[config.mk]
export PLATFORM = sky130hd
export DESIGN_NAME = aes_round_ctrl
export DESIGN_NICKNAME = d
export VERILOG_FILES = /design/src/rtl/aes_round_ctrl.sv
export SDC_FILE = /design/constraint.sdc
export NUM_CORES = 1
export LEC_CHECK = 0
export ABC_AREA = 1
export CORE_MARGIN = 2
export CORE_UTILIZATION = 46
export CTS_BUF_LIST = sky130_fd_sc_hd__clkbuf_16
export DETAILED_ROUTE_END_ITERATION = 10
export HOLD_SLACK_MARGIN = 0.08
export PLACE_DENSITY_LB_ADDON = 0.1
export SETUP_SLACK_MARGIN = 0.4
export SKIP_CTS_REPAIR_TIMING = 1
export SYNTH_ARGS = -nofsm -noshare
export SYNTH_HDL_FRONTEND = slang
export SYNTH_SLANG_ARGS = --single-unit
[constraint.sdc]
create_clock -name clk -period 2.05 [get_ports clk]
set_input_delay 0.41 -clock clk [delete_from_list [all_inputs] [get_ports clk]]
set_output_delay 0.41 -clock clk [all_outputs]
set_load 0.005 [all_outputs]
[src/rtl/aes_round_ctrl.sv]
`default_nettype none
// ============================================================================
// Module   : aes_round_ctrl
// Brief    : Round sequencer for the AES-128/192/256 encryption datapath.
// Revision : 1.0 - initial release
// ============================================================================
module aes_round_ctrl #(
    parameter int NR = 10
) (
    input  logic       clk,
    input  logic       rst,
    input  logic       in_valid,
    output logic       in_ready,
    output logic       key_req,
    input  logic       key_rdy,
    output logic [3:0] round,
    output logic       enbsb,
    output logic       enbsr,
    output logic       enbmc,
    output logic       enbark,
    output logic       state_we,
    output logic       out_valid,
    input  logic       out_ready,
    output logic       busy
);

    generate
        if (!(NR == 10 || NR == 12 || NR == 14)) begin : g_bad_nr
            $error("aes_round_ctrl: NR must be 10, 12 or 14");
        end
    endgenerate

    localparam logic [3:0] c_last_round = 4'(NR);

    typedef enum logic [1:0] {
        S_IDLE = 2'd0,
        S_INIT = 2'd1,
        S_RUN  = 2'd2,
        S_DONE = 2'd3
    } state_t;

    state_t     state_q, state_d;
    logic [3:0] round_q, round_d;
    logic       in_ready_q, in_ready_d;
    logic       key_req_q, key_req_d;
    logic       enbsb_q, enbsb_d;
    logic       enbsr_q, enbsr_d;
    logic       enbmc_q, enbmc_d;
    logic       enbark_q, enbark_d;
    logic       out_valid_q, out_valid_d;
    logic       busy_q, busy_d;

    always_comb begin
        state_d = state_q;
        round_d = round_q;
        unique case (state_q)
            S_IDLE: begin
                if (in_valid) begin
                    state_d = S_INIT;
                end
            end
            S_INIT: begin
                if (key_rdy) begin
                    state_d = S_RUN;
                    round_d = 4'd1;
                end
            end
            S_RUN: begin
                if (key_rdy) begin
                    if (round_q == c_last_round) begin
                        state_d = S_DONE;
                    end else begin
                        round_d = round_q + 4'd1;
                    end
                end
            end
            S_DONE: begin
                if (out_ready) begin
                    state_d = S_IDLE;
                    round_d = 4'd0;
                end
            end
            default: begin
                state_d = S_IDLE;
                round_d = 4'd0;
            end
        endcase
    end

    // Outputs are decoded from the next state so they leave the flops aligned
    // with state_q, keeping every datapath control glitch-free.
    always_comb begin
        in_ready_d  = 1'b0;
        key_req_d   = 1'b0;
        enbsb_d     = 1'b0;
        enbsr_d     = 1'b0;
        enbmc_d     = 1'b0;
        enbark_d    = 1'b0;
        out_valid_d = 1'b0;
        busy_d      = 1'b1;
        unique case (state_d)
            S_IDLE: begin
                in_ready_d = 1'b1;
                busy_d     = 1'b0;
            end
            S_INIT: begin
                key_req_d = 1'b1;
                enbark_d  = 1'b1;
            end
            S_RUN: begin
                key_req_d = 1'b1;
                enbsb_d   = 1'b1;
                enbsr_d   = 1'b1;
                enbmc_d   = (round_d != c_last_round);
                enbark_d  = 1'b1;
            end
            S_DONE: begin
                out_valid_d = 1'b1;
            end
            default: begin
                in_ready_d = 1'b0;
            end
        endcase
    end

    always_ff @(posedge clk) begin
        if (rst) begin
            state_q     <= S_IDLE;
            round_q     <= 4'd0;
            in_ready_q  <= 1'b1;
            key_req_q   <= 1'b0;
            enbsb_q     <= 1'b0;
            enbsr_q     <= 1'b0;
            enbmc_q     <= 1'b0;
            enbark_q    <= 1'b0;
            out_valid_q <= 1'b0;
            busy_q      <= 1'b0;
        end else begin
            state_q     <= state_d;
            round_q     <= round_d;
            in_ready_q  <= in_ready_d;
            key_req_q   <= key_req_d;
            enbsb_q     <= enbsb_d;
            enbsr_q     <= enbsr_d;
            enbmc_q     <= enbmc_d;
            enbark_q    <= enbark_d;
            out_valid_q <= out_valid_d;
            busy_q      <= busy_d;
        end
    end

    // The write strobe follows key_rdy within the same cycle so a round
    // commits on the very edge its key arrives.
    assign state_we  = key_rdy && ((state_q == S_INIT) || (state_q == S_RUN)) && !rst;

    assign in_ready  = in_ready_q;
    assign key_req   = key_req_q;
    assign round     = round_q;
    assign enbsb     = enbsb_q;
    assign enbsr     = enbsr_q;
    assign enbmc     = enbmc_q;
    assign enbark    = enbark_q;
    assign out_valid = out_valid_q;
    assign busy      = busy_q;

endmodule
`default_nettype wire

**Yosys cells after proc, flatten, opt, wreduce, memory -nomap -nowiden**

Index checks and enable logic that the tools add are counted.

- Register bits: 12
- Bits in latches: 0
- RAM bits: 0
- Bits in read-only memories: 0
- Bits of input ports: 5
- Output and inout port bits: 13
- Memories: 0

- $add $sub $neg: 1
- Multipliers: 0
- Divide/modulo/power cells: 0
- Order comparisons: 0
- Equality and inequality tests: 8
- Shift-type cells: 0
- Mux-type cells: 16
- Bitwise gates (word level): 1
- Reduce and logical (&&, ||, !) cells: 8

Operator list:

| operator | number |
|---|---|
| $mux 4 | 4 |
| $pmux 4 s3 | 1 |
| $mux 2 | 5 |
| $eq 2x2->1 const B | 4 |
| $pmux 2 s4 | 1 |
| $mux 1 | 5 |
| $add 4x1->4 const B | 1 |
| $eq 2x1->1 const B | 2 |
| $eq 4x4->1 const B | 1 |
| $logic_not 2->1 | 2 |
| $ne 4x4->1 const B | 1 |
| $reduce_or 2->1 | 2 |
| $logic_and 1x1->1 | 2 |
| $logic_not 1->1 | 1 |
| $logic_or 1x1->1 | 1 |
| $not 1->1 | 1 |

**Depth between registers and ports, before layout**

- Word-level depth: 7
- Gate-level depth with buffers: 13

**Worst setup path after synthesis**

OpenSTA, ideal clock, no wires.

- Path type: flip-flop to flip-flop
- Start point: register state_q[0]
- End point: register in_ready_q (netlist: in_ready)
- Data arrival time: 1.379 ns
- Path slack: 0.557 ns
- Stages on the path, launching flop included: 10
- Path buffers: 0
- Clock period less this slack: 1.493 ns
- Path through: dfxtp_1 inv_1 ha_1 nor2_1 nand2_1 nand3_1 inv_1 ha_1 nor2_1 inv_1

- Longest elaborated chain between the ends: 5
- Elaborated cells between the ends (all ways): 12
- Classes of those cells: 3 x eq/ne; 7 x mux; 2 x reduce/logical

RTL lines:

| element | RTL line | RTL |
|---|---|---|
| start, declared | 42 | `state_t state_q, state_d;` |
| start signal, assigned | 139 | `state_q <= state_d;` |
| $mux 2 | 70 | `if (round_q == c_last_round) begin` |
| $mux 2 | 69 | `if (key_rdy) begin` |
| $pmux 2 s4 * | 56 | `unique case (state_q)` |
| net state_d[0] | 42 |  |
| $logic_not 2->1 * | 101 | `unique case (state_d)` |
| $mux 1 * | 101 |  |
| net in_ready_d | 44 | `logic in_ready_q, in_ready_d;` |
| end signal, assigned | 141 | `in_ready_q <= in_ready_d;` |
| end, declared | 44 |  |

The timed path passes the listed nets; every way through them passes the cells marked *.
A chain may end at the register's enable or synchronous reset.

**Worst setup path after layout**

- Start point: input port out_ready
- End point: register in_ready_q (netlist: in_ready)

- Longest elaborated chain between the ends: 4

RTL lines:

| element | RTL line | RTL |
|---|---|---|
| start, declared | 23 | `input logic out_ready,` |
| $mux 2 | 78 | `if (out_ready) begin` |
| $pmux 2 s4 | 56 |  |
| $logic_not 2->1 | 101 |  |
| $mux 1 | 101 |  |
| net in_ready_d | 44 |  |

The timed path passes the listed nets, and every way through them passes these cells.

==> impl_metrics.py <==
metrics = {
    "grt": {
        "grt_overflow_total": 0,
        "antenna_found_initial": 0,
        "first_global_vias": 599,
        "grt_usage_pct": 16.84,
        "grt_pass1_wl_mm": 2.346,
        "grt_max_degree": 11,
    },
    "placed_design": {
        "dpl_cell_area_um2": 888.4,
        "dp.cells": 135,
        "dp_hpwl_mm": 1.087,
        "dp_slack_ns": 0.07857,
        "gp_congestion": 0.7802,
        "io_buffers": 17,
    },
    "critical_path": {
        "cp-start-kind": "primary input",
        "arrival_ns": 1.73,
        "criticalPathCategory": "in2reg",
        "ff2ff_path_depth": 11,
        "required_ns": 2.18,
        "cp_max_fo": 3,
        "end_kind": "register",
    },
    "synthesis": {
        "synth_area_leaders": "dfxtp_1 34%, ha_1 16%, nand2_1 15%",
        "synth_nets": 117,
        "synth.most_common_cell": "nand2_1",
        "syn_area_um2": 701.9,
        "synthArstFlopShare_pct": 0,
        "synth_top_cell_by_area": "dfxtp_1",
        "synth_top_area_share_pct": 34.22,
        "avgSynthCellArea_um2": 6.815,
        "synth-seq-area-share_pct": 34.22,
        "synth_enable_flop_cells": 0,
        "synth_seq_cells": 12,
        "ys_types": 15,
        "yosys_most_used_dff": "dfxtp_1",
        "synthCells": 103,
        "synth_commonest_cells": "28 x nand2_1, 17 x nor2_1, 16 x inv_1",
        "yosysWarnings": 0,
    },
    "sta": {
        "fmax_ghz": 0.6247,
        "tightest_slew_ns": 0.1953,
        "fin_crit_sh_pct": 78.09,
        "finalClockSkew_ns": 0.003882,
        "setup_ws_ns": 0.4492,
        "rsz0062_at_grt": "true",
        "tns_ns": 0,
        "setup_viol": 0,
        "holdWs_ns": 0.5377,
        "slew_violations": 0,
        "hold_viol": 0,
        "period_minus_slack_ns": 1.601,
        "slew_headroom_pct": 86.84,
    },
    "worst_hold_path": {
        "hold_path_class": "reg2reg",
        "holdPathStages": 2,
    },
    "floorplanning": {
        "initial_utilization_pct": 47.70,
        "dieArea_um2": 1855,
        "ios": 18,
        "core_area_um2": 1471,
        "die_h_um": 43.07,
        "fp-row-count": 14,
        "die_w_um": 43.07,
    },
    "final_layout": {
        "finalNetCount": 142,
        "design_area_um2": 1049,
        "drive_above_1_share_pct": 26.98,
        "final_cells": 142,
        "num_antenna_cells": 0,
        "synthToLayoutAreaGrowth_pct": 49.38,
        "nFillCells": 118,
    },
    "drt": {
        "totalWireLength_mm": 1.516,
        "via_count": 679,
        "first_iter_violations": 7,
        "post-route-drc-count": 0,
        "drt_first_pass_iters": 2,
        "wl_per_cell_um": 10.68,
        "ant_nets": 0,
        "viasPerCell": 4.782,
    },
    "pwr": {
        "p_clk_share_pct": 30.6,
        "seq_power_share_pct": 28.8,
        "peakVddDrop_uv": 962.5,
        "p_switching_uw": 328.7,
        "powerDensity_nw_per_um2": 1058,
        "p_int_uw": 780.1,
        "swShare_pct": 29.64,
        "p_leak_nw": 0.4930,
        "combinationalPowerShare_pct": 40.6,
    },
    "flow_run": {
        "max_cap_violations": 0,
    },
    "cts": {
        "cts-buffers-inserted": 3,
        "h-tree-depth": 1,
        "clk_pin_slew_ns": 0.04,
        "root_buffer": "clkbuf_16",
        "clk_path_buf_depth": 2,
        "cts_sinks": 12,
        "cts_tree": "yes",
        "clkLatencyLatePin_ns": 0.23,
    },
    "status": {
        "status": "finished clean",
    },
}
[cells by family after synthesis]
group,Yosys count,synth area share (%)
AND/OR/NAND/NOR,55,32.09
buffers and inverters,20,11.76
flip-flops,12,34.22
adder cells (fa/ha/maj),9,16.04
AO/OA/AOI/OAI,7,5.882
[critical path, stage by stage]
cell,delay [ns]
clkdlybuf4s50_1,0.40
inv_1,0.06
nand2_2,0.07
nand2_2,0.07
nand2_1,0.05
o2111ai_1,0.06
nand2_1,0.12
buf_4,0.16
ha_1,0.18
nor2_2,0.10
inv_1,0.04
[routing by layer]
metal / wire (µm) / share of wire, % / GRT usage [%] / vias up
met3: 60 / 4.0 / 7.660 / 2
met5: 0 / 0 / 0 / -
met1: 649 / 43 / 19.74 / 305
li1: - / - / - / 360
met4: 14 / 0.92 / 1.818 / 0
met2: 791 / 52 / 29.09 / 12
[final timing paths]
| kind | start | endpoint | slack (ns) |
|---|---|---|---|
| setup reg to reg | state_q[1]$_SDFF_PP0_ | in_ready$_SDFF_PP1_ | 0.47 |
| hold reg to reg | round[0]$_SDFF_PP0_ | round[0]$_SDFF_PP0_ | 0.54 |
| hold / removal | round[0]$_SDFF_PP0_ | round[0]$_SDFF_PP0_ | 0.54 |
| setup / recovery | out_ready | in_ready$_SDFF_PP1_ | 0.45 |
[per-stage QoR]
step                util, %  total power [mW]
global placement      60.37            0.6601
global route          71.26             1.191
floorplan                 -            0.5260
finish                71.26             1.109
CTS                   65.48             1.009
detailed placement    60.37            0.6653
[final cells by class]
class | instances | area, µm² | area share (%)
inverter | 17 | 63.81 | 6.086
tap | 16 | 20.02 | 1.909
multi-input combinational | 71 | 424.2 | 40.45
sequential | 12 | 252.7 | 24.10
timing repair buffer | 23 | 212.7 | 20.29
clock buffer | 3 | 75.07 | 7.160
[power groups by stage]
stage | Combinational, mW | Clock, mW | Sequential, mW
finish | 0.450 | 0.340 | 0.319
global route | 0.505 | 0.360 | 0.327
CTS | 0.351 | 0.347 | 0.311
detailed placement | 0.350 | 0 | 0.315
global placement | 0.346 | 0 | 0.314
floorplan | 0.210 | 0 | 0.316
[sequential cells by signal, summed over array words and instances (netlist names)]
signal / count
busy: 1
enbark: 1
enbmc: 1
enbsr: 1
in_ready: 1
out_valid: 1
round: 4
state_q: 2
[cells in the final DEF, fill, tap and decap left out]
cell type	netlist	routed
o21bai_1	1	1
nand3_1	8	6
ha_1	9	5
o21ai_0	2	2
ha_4	0	1
nor2_2	0	4
inv_2	1	6
clkbuf_16	0	3
dfxtp_1	12	8
buf_4	2	6
nand2_1	28	26
buf_2	0	1
clkdlybuf4s50_1	0	15
dlymetal6s2s_1	0	1
ha_2	0	3
o2111ai_1	1	1
nand2_2	1	3
dfxtp_2	0	1
nor2_1	17	13
dfxtp_4	0	3
inv_1	16	11
nand3_2	1	3
a21oi_1	3	3
No activity file was read; power rests on OpenSTA's default activity.
